`src/rtl/i2c_instr_sequencer.sv`:
```
// i2c_instr_sequencer: walks the register memory from address 0 to END_ADDR,
// turning each 32-bit instruction word into one I2C master command.
module i2c_instr_sequencer #(
    parameter int          ADDR_WIDTH     = 8,
    parameter int unsigned END_ADDR       = 1,
    parameter int unsigned TIMEOUT_CYCLES = 4095
) (
    input  logic                  clk,
    input  logic                  reset,
    input  logic                  start,
    output logic [ADDR_WIDTH-1:0] mem_addr,
    input  logic [31:0]           mem_data,
    input  logic [3:0]            mem_err,
    output logic                  cmd_valid,
    input  logic                  cmd_ready,
    output logic                  cmd_rw,
    output logic [6:0]            cmd_dev,
    output logic [7:0]            cmd_reg,
    output logic [7:0]            cmd_wdata,
    input  logic                  i2c_done,
    input  logic                  i2c_nack,
    input  logic [7:0]            i2c_rdata,
    output logic                  rd_valid,
    output logic [7:0]            rd_reg,
    output logic [7:0]            rd_data,
    output logic                  busy,
    output logic                  run_done,
    output logic                  fault,
    output logic [2:0]            fault_code
);
    localparam int TW = $clog2(TIMEOUT_CYCLES + 1);
    localparam logic [ADDR_WIDTH-1:0] LP_END = ADDR_WIDTH'(END_ADDR);
    localparam logic [TW-1:0] LP_TMO_LAST = TW'(TIMEOUT_CYCLES - 1);

    typedef enum logic [2:0] {
        S_IDLE, S_FETCH, S_LATCH, S_DECODE,
        S_ISSUE, S_WAIT, S_NEXT, S_FAULT
    } state_t;

    state_t                  r_state;
    state_t                  w_next;
    logic [2:0]              w_fcode;
    logic [ADDR_WIDTH-1:0]   r_addr;
    logic [7:0]              r_op;
    logic [6:0]              r_dev;
    logic [7:0]              r_reg;
    logic [7:0]              r_data;
    logic [3:0]              r_err;
    logic [TW-1:0]           r_tmo;
    logic                    r_rd_valid;
    logic [7:0]              r_rd_reg;
    logic [7:0]              r_rd_data;
    logic                    r_run_done;
    logic [2:0]              r_fcode;
    logic                    w_rd;
    logic                    w_timeout;

    assign w_rd       = (r_op == 8'h01);
    assign w_timeout  = (r_tmo >= LP_TMO_LAST);
    assign mem_addr   = r_addr;
    assign rd_valid   = r_rd_valid;
    assign rd_reg     = r_rd_reg;
    assign rd_data    = r_rd_data;
    assign run_done   = r_run_done;
    assign fault_code = r_fcode;

    // State register
    always_ff @(posedge clk) begin
        if (reset) r_state <= S_IDLE;
        else       r_state <= w_next;
    end

    // Next state, plus the fault code to latch when entering FAULT
    always_comb begin
        w_next  = r_state;
        w_fcode = 3'd0;
        case (r_state)
            S_IDLE:   if (start) w_next = S_FETCH;
            S_FETCH:  w_next = S_LATCH;
            S_LATCH:  w_next = S_DECODE;
            S_DECODE: begin
                if (r_err != 4'd0) begin
                    w_next  = S_FAULT;
                    w_fcode = 3'd1;
                end else if (r_op == 8'h00) begin
                    w_next = S_NEXT;
                end else if (r_op == 8'h01 || r_op == 8'h02) begin
                    w_next = S_ISSUE;
                end else begin
                    w_next  = S_FAULT;
                    w_fcode = 3'd2;
                end
            end
            S_ISSUE: begin
                if (cmd_ready) begin
                    w_next = S_WAIT;
                end else if (w_timeout) begin
                    w_next  = S_FAULT;
                    w_fcode = 3'd4;
                end
            end
            S_WAIT: begin
                if (i2c_done) begin
                    if (i2c_nack) begin
                        w_next  = S_FAULT;
                        w_fcode = 3'd3;
                    end else begin
                        w_next = S_NEXT;
                    end
                end else if (w_timeout) begin
                    w_next  = S_FAULT;
                    w_fcode = 3'd4;
                end
            end
            S_NEXT:   w_next = (r_addr == LP_END) ? S_IDLE : S_FETCH;
            S_FAULT:  w_next = S_FAULT;
            default:  w_next = S_IDLE;
        endcase
    end

    // State-decoded outputs; the command fields are only driven while issuing
    always_comb begin
        cmd_valid = 1'b0;
        cmd_rw    = 1'b0;
        cmd_dev   = 7'd0;
        cmd_reg   = 8'd0;
        cmd_wdata = 8'd0;
        busy      = 1'b1;
        fault     = 1'b0;
        case (r_state)
            S_ISSUE: begin
                cmd_valid = 1'b1;
                cmd_rw    = w_rd;
                cmd_dev   = r_dev;
                cmd_reg   = r_reg;
                cmd_wdata = w_rd ? 8'd0 : r_data;
            end
            S_IDLE:  busy = 1'b0;
            S_FAULT: begin
                busy  = 1'b0;
                fault = 1'b1;
            end
            default: ;
        endcase
    end

    // Datapath: address walk, instruction capture, timeout and result pulses
    always_ff @(posedge clk) begin
        if (reset) begin
            r_addr     <= '0;
            r_op       <= 8'd0;
            r_dev      <= 7'd0;
            r_reg      <= 8'd0;
            r_data     <= 8'd0;
            r_err      <= 4'd0;
            r_tmo      <= '0;
            r_rd_valid <= 1'b0;
            r_rd_reg   <= 8'd0;
            r_rd_data  <= 8'd0;
            r_run_done <= 1'b0;
            r_fcode    <= 3'd0;
        end else begin
            r_rd_valid <= 1'b0;
            r_run_done <= 1'b0;
            if (r_state != S_FAULT && w_next == S_FAULT)
                r_fcode <= w_fcode;
            case (r_state)
                S_IDLE:   if (start) r_addr <= '0;
                S_LATCH: begin
                    r_op   <= mem_data[31:24];
                    r_dev  <= mem_data[22:16];
                    r_reg  <= mem_data[15:8];
                    r_data <= mem_data[7:0];
                    r_err  <= mem_err;
                end
                S_DECODE: r_tmo <= '0;
                S_ISSUE:  r_tmo <= r_tmo + TW'(1);
                S_WAIT: begin
                    r_tmo <= r_tmo + TW'(1);
                    if (i2c_done && !i2c_nack && w_rd) begin
                        r_rd_valid <= 1'b1;
                        r_rd_reg   <= r_reg;
                        r_rd_data  <= i2c_rdata;
                    end
                end
                S_NEXT: begin
                    if (r_addr == LP_END) r_run_done <= 1'b1;
                    else                  r_addr <= r_addr + ADDR_WIDTH'(1);
                end
                default: ;
            endcase
        end
    end
endmodule

```
`config.mk`:
```
export PLATFORM = sky130hd
export DESIGN_NAME = i2c_instr_sequencer
export DESIGN_NICKNAME = d
export VERILOG_FILES = /design/src/rtl/i2c_instr_sequencer.sv
export SDC_FILE = /design/constraint.sdc
export NUM_CORES = 1
export LEC_CHECK = 0
export ABC_CLOCK_PERIOD_IN_PS = 2000
export CAP_MARGIN = 15
export CORE_MARGIN = 3
export CORE_UTILIZATION = 42
export CTS_CLUSTER_DIAMETER = 30
export DETAILED_ROUTE_END_ITERATION = 12
export PLACE_DENSITY_LB_ADDON = 0.1
export SLEW_MARGIN = 25
export SYNTH_ARGS = -nofsm -noshare
export SYNTH_HDL_FRONTEND = slang
export SYNTH_SLANG_ARGS = --single-unit
```
`constraint.sdc`:
```
create_clock -name clk -period 2 [get_ports clk]
set_clock_uncertainty 0.2 [all_clocks]
set_input_delay 0.4 -clock clk [delete_from_list [all_inputs] [get_ports clk]]
set_output_delay 0.4 -clock clk [all_outputs]
set_load 0.05 [all_outputs]
```
## Word-level counts from Yosys, hierarchy flattened

Index checks and enable logic that the tools add are counted.

- Bits in registers: 79
- Input port bits: 50
- Output and inout bits: 56
- Word-level logic and storage cells: 80

- Add/subtract/negate cells: 2
- $lt $le $gt $ge: 1
- Equality and inequality tests: 14
- Multiplexer cells: 32
- Bitwise operators: 2
- Reduce and logical (&&, ||, !) cells: 16

Operators by type and width:

| operator | count |
|---|---|
| 8-bit two-way mux | 5 |
| 12-bit one-hot mux with 2 select lines | 1 |
| 3-bit one-hot mux with 8 select lines | 1 |
| 3-bit two-way mux | 7 |
| 8-bit by 1-bit equality test with 1-bit output, second input constant | 2 |
| 8-bit one-hot mux with 2 select lines | 1 |
| 3-bit equality test, second input constant | 5 |
| 2-bit two-way mux | 7 |
| 12-bit by 1-bit adder with 12-bit output, second input constant | 1 |
| 12-bit greater-or-equal comparator, second input constant | 1 |
| 3-bit one-hot mux with 3 select lines | 1 |
| 8-bit by 1-bit adder with 8-bit output, second input constant | 1 |
| 8-bit by 2-bit equality test with 1-bit output, second input constant | 1 |
| 8-bit logical NOT | 1 |
| 1-bit two-way mux | 8 |
| 2-bit OR reduction | 4 |
| 7-bit two-way mux | 1 |
| 3-bit by 2-bit equality test with 1-bit output, second input constant | 2 |
| 2-bit inequality test, second input constant | 2 |
| 2-bit nonzero test | 2 |
| 4-bit nonzero test | 1 |
| 3-bit by 1-bit equality test with 1-bit output, second input constant | 1 |
| 1-bit logical AND | 3 |
| 3-bit logical NOT | 1 |
| 6 further kinds | 7 |

## Depth between registers and ports, before layout

Gate-level depths: netlist (run 1).

- Depth after elaboration: 8
- Mapped depth: 8
- Depth with buffers taken out: 7

## Worst setup path after synthesis (run 1)

OpenSTA, ideal clock, no wires.

- Path type: reg2out
- Start: register r_state[1]
- End: output port busy
- Arrival: 1,816 ps
- Required time: 1,400 ps
- Path slack: -416 ps
- Stages on the path, launching flop included: 5
- Buffers on the path: 1
- Cell sequence: dfxtp_1 > clkbuf_1 > nand2_1 > nor2_1 > nor2_1

- Word-level cells in the longest chain between the ends: 3
- Elaborated cells on any way between the ends: 4
- Classes of those cells: eq/ne (1); mux (1); reduce/logical (2)

Ends and longest elaborated chain:

| element | line | source |
|---|---|---|
| start, declared | 40 | `state_t r_state;` |
| start signal, assigned | 70 | `else r_state <= w_next;` |
| 3-bit equality test or 3-bit logical NOT (tied branches) | 130 | `case (r_state)` |
| 2-bit OR reduction (no source line) * | - |  |
| 1-bit two-way mux * | 130 |  |
| end, declared | 26 | `output logic busy,` |

Mark *: on every way between the ends. The rest lies on a longest branch, timed or not.

## Worst setup path in the final report (run 1)

- Start: register r_op[2]
- End: output port cmd_wdata[5]

- Word-level cells in the longest chain between the ends: 3

Ends and longest elaborated chain:

| element | line | source |
|---|---|---|
| start, declared | 44 | `logic [7:0] r_op;` |
| start signal, assigned | 170 | `r_op <= mem_data[31:24];` |
| 8-bit by 1-bit equality test with 1-bit output | 58 | `assign w_rd = (r_op == 8'h01);` |
| 8-bit two-way mux | 136 | `cmd_wdata = w_rd ? 8'd0 : r_data;` |
| 8-bit two-way mux | 130 |  |
| end, declared | 19 | `output logic [7:0] cmd_wdata,` |

Every way passes these cells.

==> results of run 1 <==
-- layer usage --
| metal | GRT usage, % | vias up | share of wire [%] |
|---|---|---|---|
| met5 | 0 | - | 0 |
| met4 | 5.29 | 0 | 1.5 |
| met3 | 7.97 | 18 | 7.7 |
| met2 | 35.4 | 99 | 50 |
| met1 | 23.9 | 1622 | 41 |
| li1 | - | 1748 | - |
-- layout by cell type (no fill, tap or decap), types with 3 or more instances in the layout --
cell type and instances:
nand2_1 86, buf_4 67, dfxtp_1 66, clkdlybuf4s50_1 47, a21oi_1 42, nor2_1 39, buf_12 29, and3_4 24
mux2i_1 15, clkbuf_8 11, dfxtp_2 9, buf_6 8, nand3_1 7, xor2_1 6, o211ai_1 6, o21ai_0 6
inv_1 4, nand4_1 4, mux2_2 4, and3_1 4, a21oi_2 4, or3_1 4, dfxtp_4 4, clkinvlp_4 3
nor2_2 3, nand3b_1 3, a211oi_1 3, ha_1 3
-- area by class of cell --
class	instances	area share [%]
clock inverter	4	0.521
clock buffer	12	2.69
tap	102	2.22
sequential	79	27.9
inverter	8	0.652
multi-input combinational	310	35.9
timing repair buffer	156	30.1
-- logic make-up (layout without fill, tap and decap cells) --
| family | Yosys count | count (layout) |
|---|---|---|
| flops | 79 | 79 |
| buf+inv | 33 | 180 |
| simple gates | 198 | 198 |
| xor+xnor | 6 | 6 |
| fa+ha+maj | 4 | 4 |
| compound gates | 81 | 81 |
| mux | 21 | 21 |
-- power groups by stage --
stage / clock, µW / sequential [µW] / combinational (µW)
global route: 1180 / 1930 / 2080
floorplan: 0 / 1890 / 892
detailed placement: 0 / 1920 / 1540
global placement: 0 / 1910 / 1500
CTS: 1120 / 1900 / 1670
finish: 1100 / 1910 / 1940
-- final timing paths --
path | endpoint | slack [ps] | startpoint
setup / recovery | cmd_wdata[5] | -290 | r_op[2]
setup reg to reg | rd_reg[6] | -180 | r_op[2]
hold / removal | r_dev[2] | 260 | r_dev[2]
hold reg to reg | r_dev[2] | 260 | r_dev[2]
-- critical path: cells and delay by family (launching register included) --
family | cells | cell delay [ps]
simple gates | 3 | 690
flops | 1 | 340
buf+inv | 2 | 300
-- through the flow --
stage / utilization, % / total power [µW] / std cells / setup TNS, ps
finish: 73.0 / 4950 / 671 / -5590
detailed placement: 64.5 / 3460 / 637 / -4300
floorplan: - / 2790 / 422 / -548
CTS: 68.8 / 4700 / 658 / -5110
global route: 73.0 / 5190 / 671 / -8020
global placement: 64.5 / 3420 / 637 / -3780
-- what timing repair did --
item,4_1_cts,5_1_grt
gates cloned,3,0
resized for setup,25,50
hold buffers,0,0
pin swaps,8,22
buffers inserted,2,14
setup endpoints to repair,32,52
==> metrics, run 1 <==
outcome finished, violations left; failing checks setup timing; share of layout cells above drive strength 1 35.7%; fin. max-slew vios 0; final period utilization 114%; maximum vdd drop 623 µV; switching part of the total 36.5%; Final nets around 620; initial core utilization about 44%; sequential power share approximately two fifths; max reg flops 12; RSZ-0062 raised after global routing true; Synth area leader dfxtp_1; post-synth cell types between 40 and 50; Die Area between 0.009 and 0.01 mm²; Reg area ~0.0016 mm²; Worst-Skew Late Latency roughly 350 ps; std cell rows 32; critical setup path kind reg2out; Rel. slew slack between 70% and 80%; largest net degree at the start of global routing 42; GRT Util Overall between 20% and 30%; Simple-Gate Fraction of Synth Area between 20 and 30%; DRC Markers 0; ANT cells 0; Cells after Synth approximately 420; Bufs on Longest Clock Path 2; final non-filler cell area roughly 0.0058 mm²; vias in the first global route 3389; max_cap viols 0; Syn-to-layout area delta 65.2%; clock share of power about 22%; total wire length between 10 and 15 mm; Synth Register Bits between 70 and 80; global-route wire length before repair 16.1 mm; drt first-iter violations about 120; net switching power 1800 µW; sequential-to-total area share from yosys stat between 40% and 50%; grt ovf 0; clock-pin transition on the worst setup and hold timing paths roughly 80 ps; most frequent cell after synthesis nand2_1; Mapped Nets between 400 and 500; first-pass detailed-route iteration total 5; Mean Syn Cell Area 8.26 µm²; Placed Area approximately 0.0051 mm²; Final Hold Vio Count 0; H-tree Lvls 3; Post-Place Worst Slack -283 ps; number of synthesized flops with an enable pin 0; compound-gate portion of the synthesized area between 10% and 20%; Biggest register r_tmo; peak per-stage delay on the critical path roughly 360 ps; Slew @ Worst Pin between 400 and 500 ps; Cell Int Power ~3100 µW; CP arrival 1690 ps; power density over the cells around 860 mW/mm²; final hold slack 260 ps; fmax roughly 440 MHz; chip width between 90 and 100 µm; CP Cell Sequence nor4_4 > nand4b_4 > buf_6 > and3_4 > buf_12; ys flop type dfxtp_1; post-synthesis mux area share 6.17%; Hold Crit Depth 2; Fillers roughly 570; Leak roughly 0.0023 µW; top post-synthesis cells by area dfxtp_1 (45%), nand2_1 (9.5%), a21oi_1 (6.6%), mux2i_1 (4.9%), nor2_1 (4.7%); worst-path maximum fanout 9; Worst Path Required about 1400 ps; TritonCTS buffer count 9; clock sinks roughly 80; root buf cell clkbuf_8; chip height 97.1 µm; vias around 3.5k; Ports 106; top cells by count, synth nand2_1 (88), dfxtp_1 (79), a21oi_1 (46); # port buffers approximately 100; HP Class reg2reg; Worst path slowest cell nor4_4; final critical-path setup slack -290 ps; Logic pwr share a little under 40%; ys async rst share 0%; routed vias/inst 5.20; Worst R2R Path Depth 7; routability cong. about 0.92; Synth Cell Area between 0.003 and 0.004 mm²; Post-Synth XOR/XNOR Area around 1.5%; final setup vio count just over 40; post-route ant nets 0; Synth Area in Adders under 10%; routed len/inst 15.2 µm; final worst path period need roughly 2300 ps; Post-DP HPWL 6.85 mm; Critical Path Source Type flop; Multi-input gate area around 0.0021 mm²; top cell type's share of synthesized area a little under half; Core Area slightly below 0.008 mm²; Synthesis Warnings 0; initial antenna violation count 0; main combinational cell family by area after synthesis simple AND/OR/NAND/NOR gates; Crit. End Element output port; CTS tree yes
No activity file was read; power rests on OpenSTA's default activity.
==> run 2, diff against run 1 <==
- CORE_MARGIN: 3 -> not set
- SLEW_MARGIN: 25 -> 5
==> run 2 against run 1 <==
  * The flow still finishes with violations (setup timing)
  * Via count decreased by 0.11%
  * Routed wire length decreased by 1.2%
  * Combinational power increased by 9%
  * Flip-flop and latch count unchanged
  * Clock power increased by 6%
  * Count of clock-buffer cells in the layout increased by 1
  * Non-clock buffer count increased by 3
  * Global-route usage increased by 3.0 points
  * First-iteration DRC count increased by 23%
  * Critical path type unchanged
  * Largest power group unchanged
==> metrics, run 2 (synthesis results as in run 1) <==
Reg area approximately 0.0016 mm²; CTS Hold Bufs 0; switching part of the total around a third; critical setup path kind reg2out; Non-Filler Instances ~670; Final Hold Vio Count 0; routed vias/inst about 5.2; vias 3483; Cell Int Power approximately 3400 µW; CTS tree yes; global-route wire length before repair 16.1 mm; most frequent cells in the layout nand2_1 (86), buf_4 (70), dfxtp_1 (65), clkdlybuf4s50_1 (47), a21oi_1 (44); net switching power 1830 µW; Syn-to-layout area delta 65.0%; first-pass detailed-route iteration total 4; worst-path maximum fanout 4; chip height 93.1 µm; Fillers approximately 570; share of layout cells above drive strength 1 34.4%; Die Area roughly 0.0087 mm²; max_cap viols 0; Leak roughly 0.0023 µW; chip width just over 90 µm; post-route ant nets 0; CP arrival roughly 1700 ps; clock share of power between 20 and 25%; H-tree Lvls 3; initial antenna violation count 0; std cell rows 32; Core Area ~0.0079 mm²; drt first-iter violations between 150 and 200; Multi-input gate area slightly above 0.002 mm²; ANT cells 0; fin. max-slew vios 0; Post-DP HPWL between 6 and 7 mm; fmax roughly 430 MHz; routability cong. 0.867; TritonCTS buffer count 9; Worst Path Required approximately 1400 ps; Biggest register r_tmo; # port buffers about 100; commonest non-fill, non-tap cell in the layout nand2_1; final worst path period need roughly 2300 ps; sequential power share 36.7%; clock sinks 79; vias in the first global route 3325; DRC Markers 0; Bufs on Longest Clock Path 2; RSZ-0062 raised after global routing true; Logic pwr share approximately two fifths; final period utilization 116%; largest net degree at the start of global routing 50; GRT Util Overall a little under a quarter; failing checks setup timing; HP Class reg2reg; total power between 5000 and 6000 µW; Ports about 110; final setup vio count 42; grt ovf 0; outcome finished, violations left; total wire length just over 10 mm; maximum vdd drop between 500 and 600 µV; power density over the cells approximately 900 mW/mm²; max reg flops 12; Final nets between 600 and 700; Crit. End Element output port; Post-Place Worst Slack -254 ps; initial core utilization 44.2%; Critical Path Source Type flop; Rel. slew slack around 64%; routed len/inst ~15 µm; Worst-Skew Late Latency ~350 ps; clock-pin transition on the worst setup and hold timing paths around 70 ps; Slew @ Worst Pin ~530 ps; final critical-path setup slack -312 ps; placed cell count 637; root buf cell clkbuf_8; Worst R2R Setup Slack -140 ps
run 2: final timing paths:
kind,cells after the start,end,start
worst max-delay path,6,cmd_wdata[1],r_op[5]
worst min-delay path,2,r_dev[5],r_dev[5]
worst max register to register,8,rd_data[5],r_op[5]
worst min register to register,2,r_dev[5],r_dev[5]
run 2: cell type report:
class / count / share of cell area (%)
timing repair buffer: 159 / 30.5
tap: 102 / 2.22
clock buffer: 13 / 2.59
inverter: 8 / 0.652
multi-input combinational: 310 / 35.3
clock inverter: 3 / 0.739
sequential: 79 / 28.0
run 2: timing repair:
action                                 in CTS  in global routing
setup buffers                              11                  8
setup endpoints to repair                  46                 54
gates cloned                                1                  1
gates resized for setup                    36                 31
endpoints found under the hold margin       0                  0
pin swaps                                  19                 18
run 2: critical path: stages, from the launching register on:
cell and delay (ps):
dfxtp_2 340, nor4_4 260, buf_4 180, nand4b_4 130, buf_6 170, and3_4 150, buf_12 140
run 2: power groups by stage:
stage | Combinational, µW | Sequential, µW | Clock [µW]
after floorplan | 892 | 1890 | 0
after global placement | 1500 | 1910 | 0
after detailed placement | 1520 | 1920 | 0
after CTS | 1870 | 1910 | 1200
after global routing | 2270 | 1930 | 1280
final | 2120 | 1910 | 1170
run 2: through the flow:
| stage | instance area (µm²) | utilization, % | TNS [ps] | hold WS [ps] |
|---|---|---|---|---|
| 6_report | 5750 | 72.9 | -5370 | 257 |
| 5_1_grt | 5750 | 72.9 | -9240 | 281 |
| 4_1_cts | 5550 | 70.3 | -3710 | 256 |
| 3_5_place_dp | 5100 | 64.6 | -4210 | 242 |
| 3_3_place_gp | 5100 | 64.6 | -3590 | 239 |
| 2_1_floorplan | 3560 | - | -548 | 232 |
run 2: per-layer routing:
| layer | up-vias | global-route usage (%) | part of all wire, % |
|---|---|---|---|
| li1 | 1750 | - | - |
| met1 | 1634 | 28.1 | 42 |
| met2 | 82 | 39.6 | 49 |
| met3 | 17 | 8.62 | 6.6 |
| met4 | 0 | 6.79 | 1.7 |
| met5 | - | 0 | 0 |
==> run 3, diff against run 2 <==
- CTS_CLUSTER_SIZE: not set -> 20
==> results of run 3 <==
No change in the layout: final DEF, timing and power equal those of run 2.
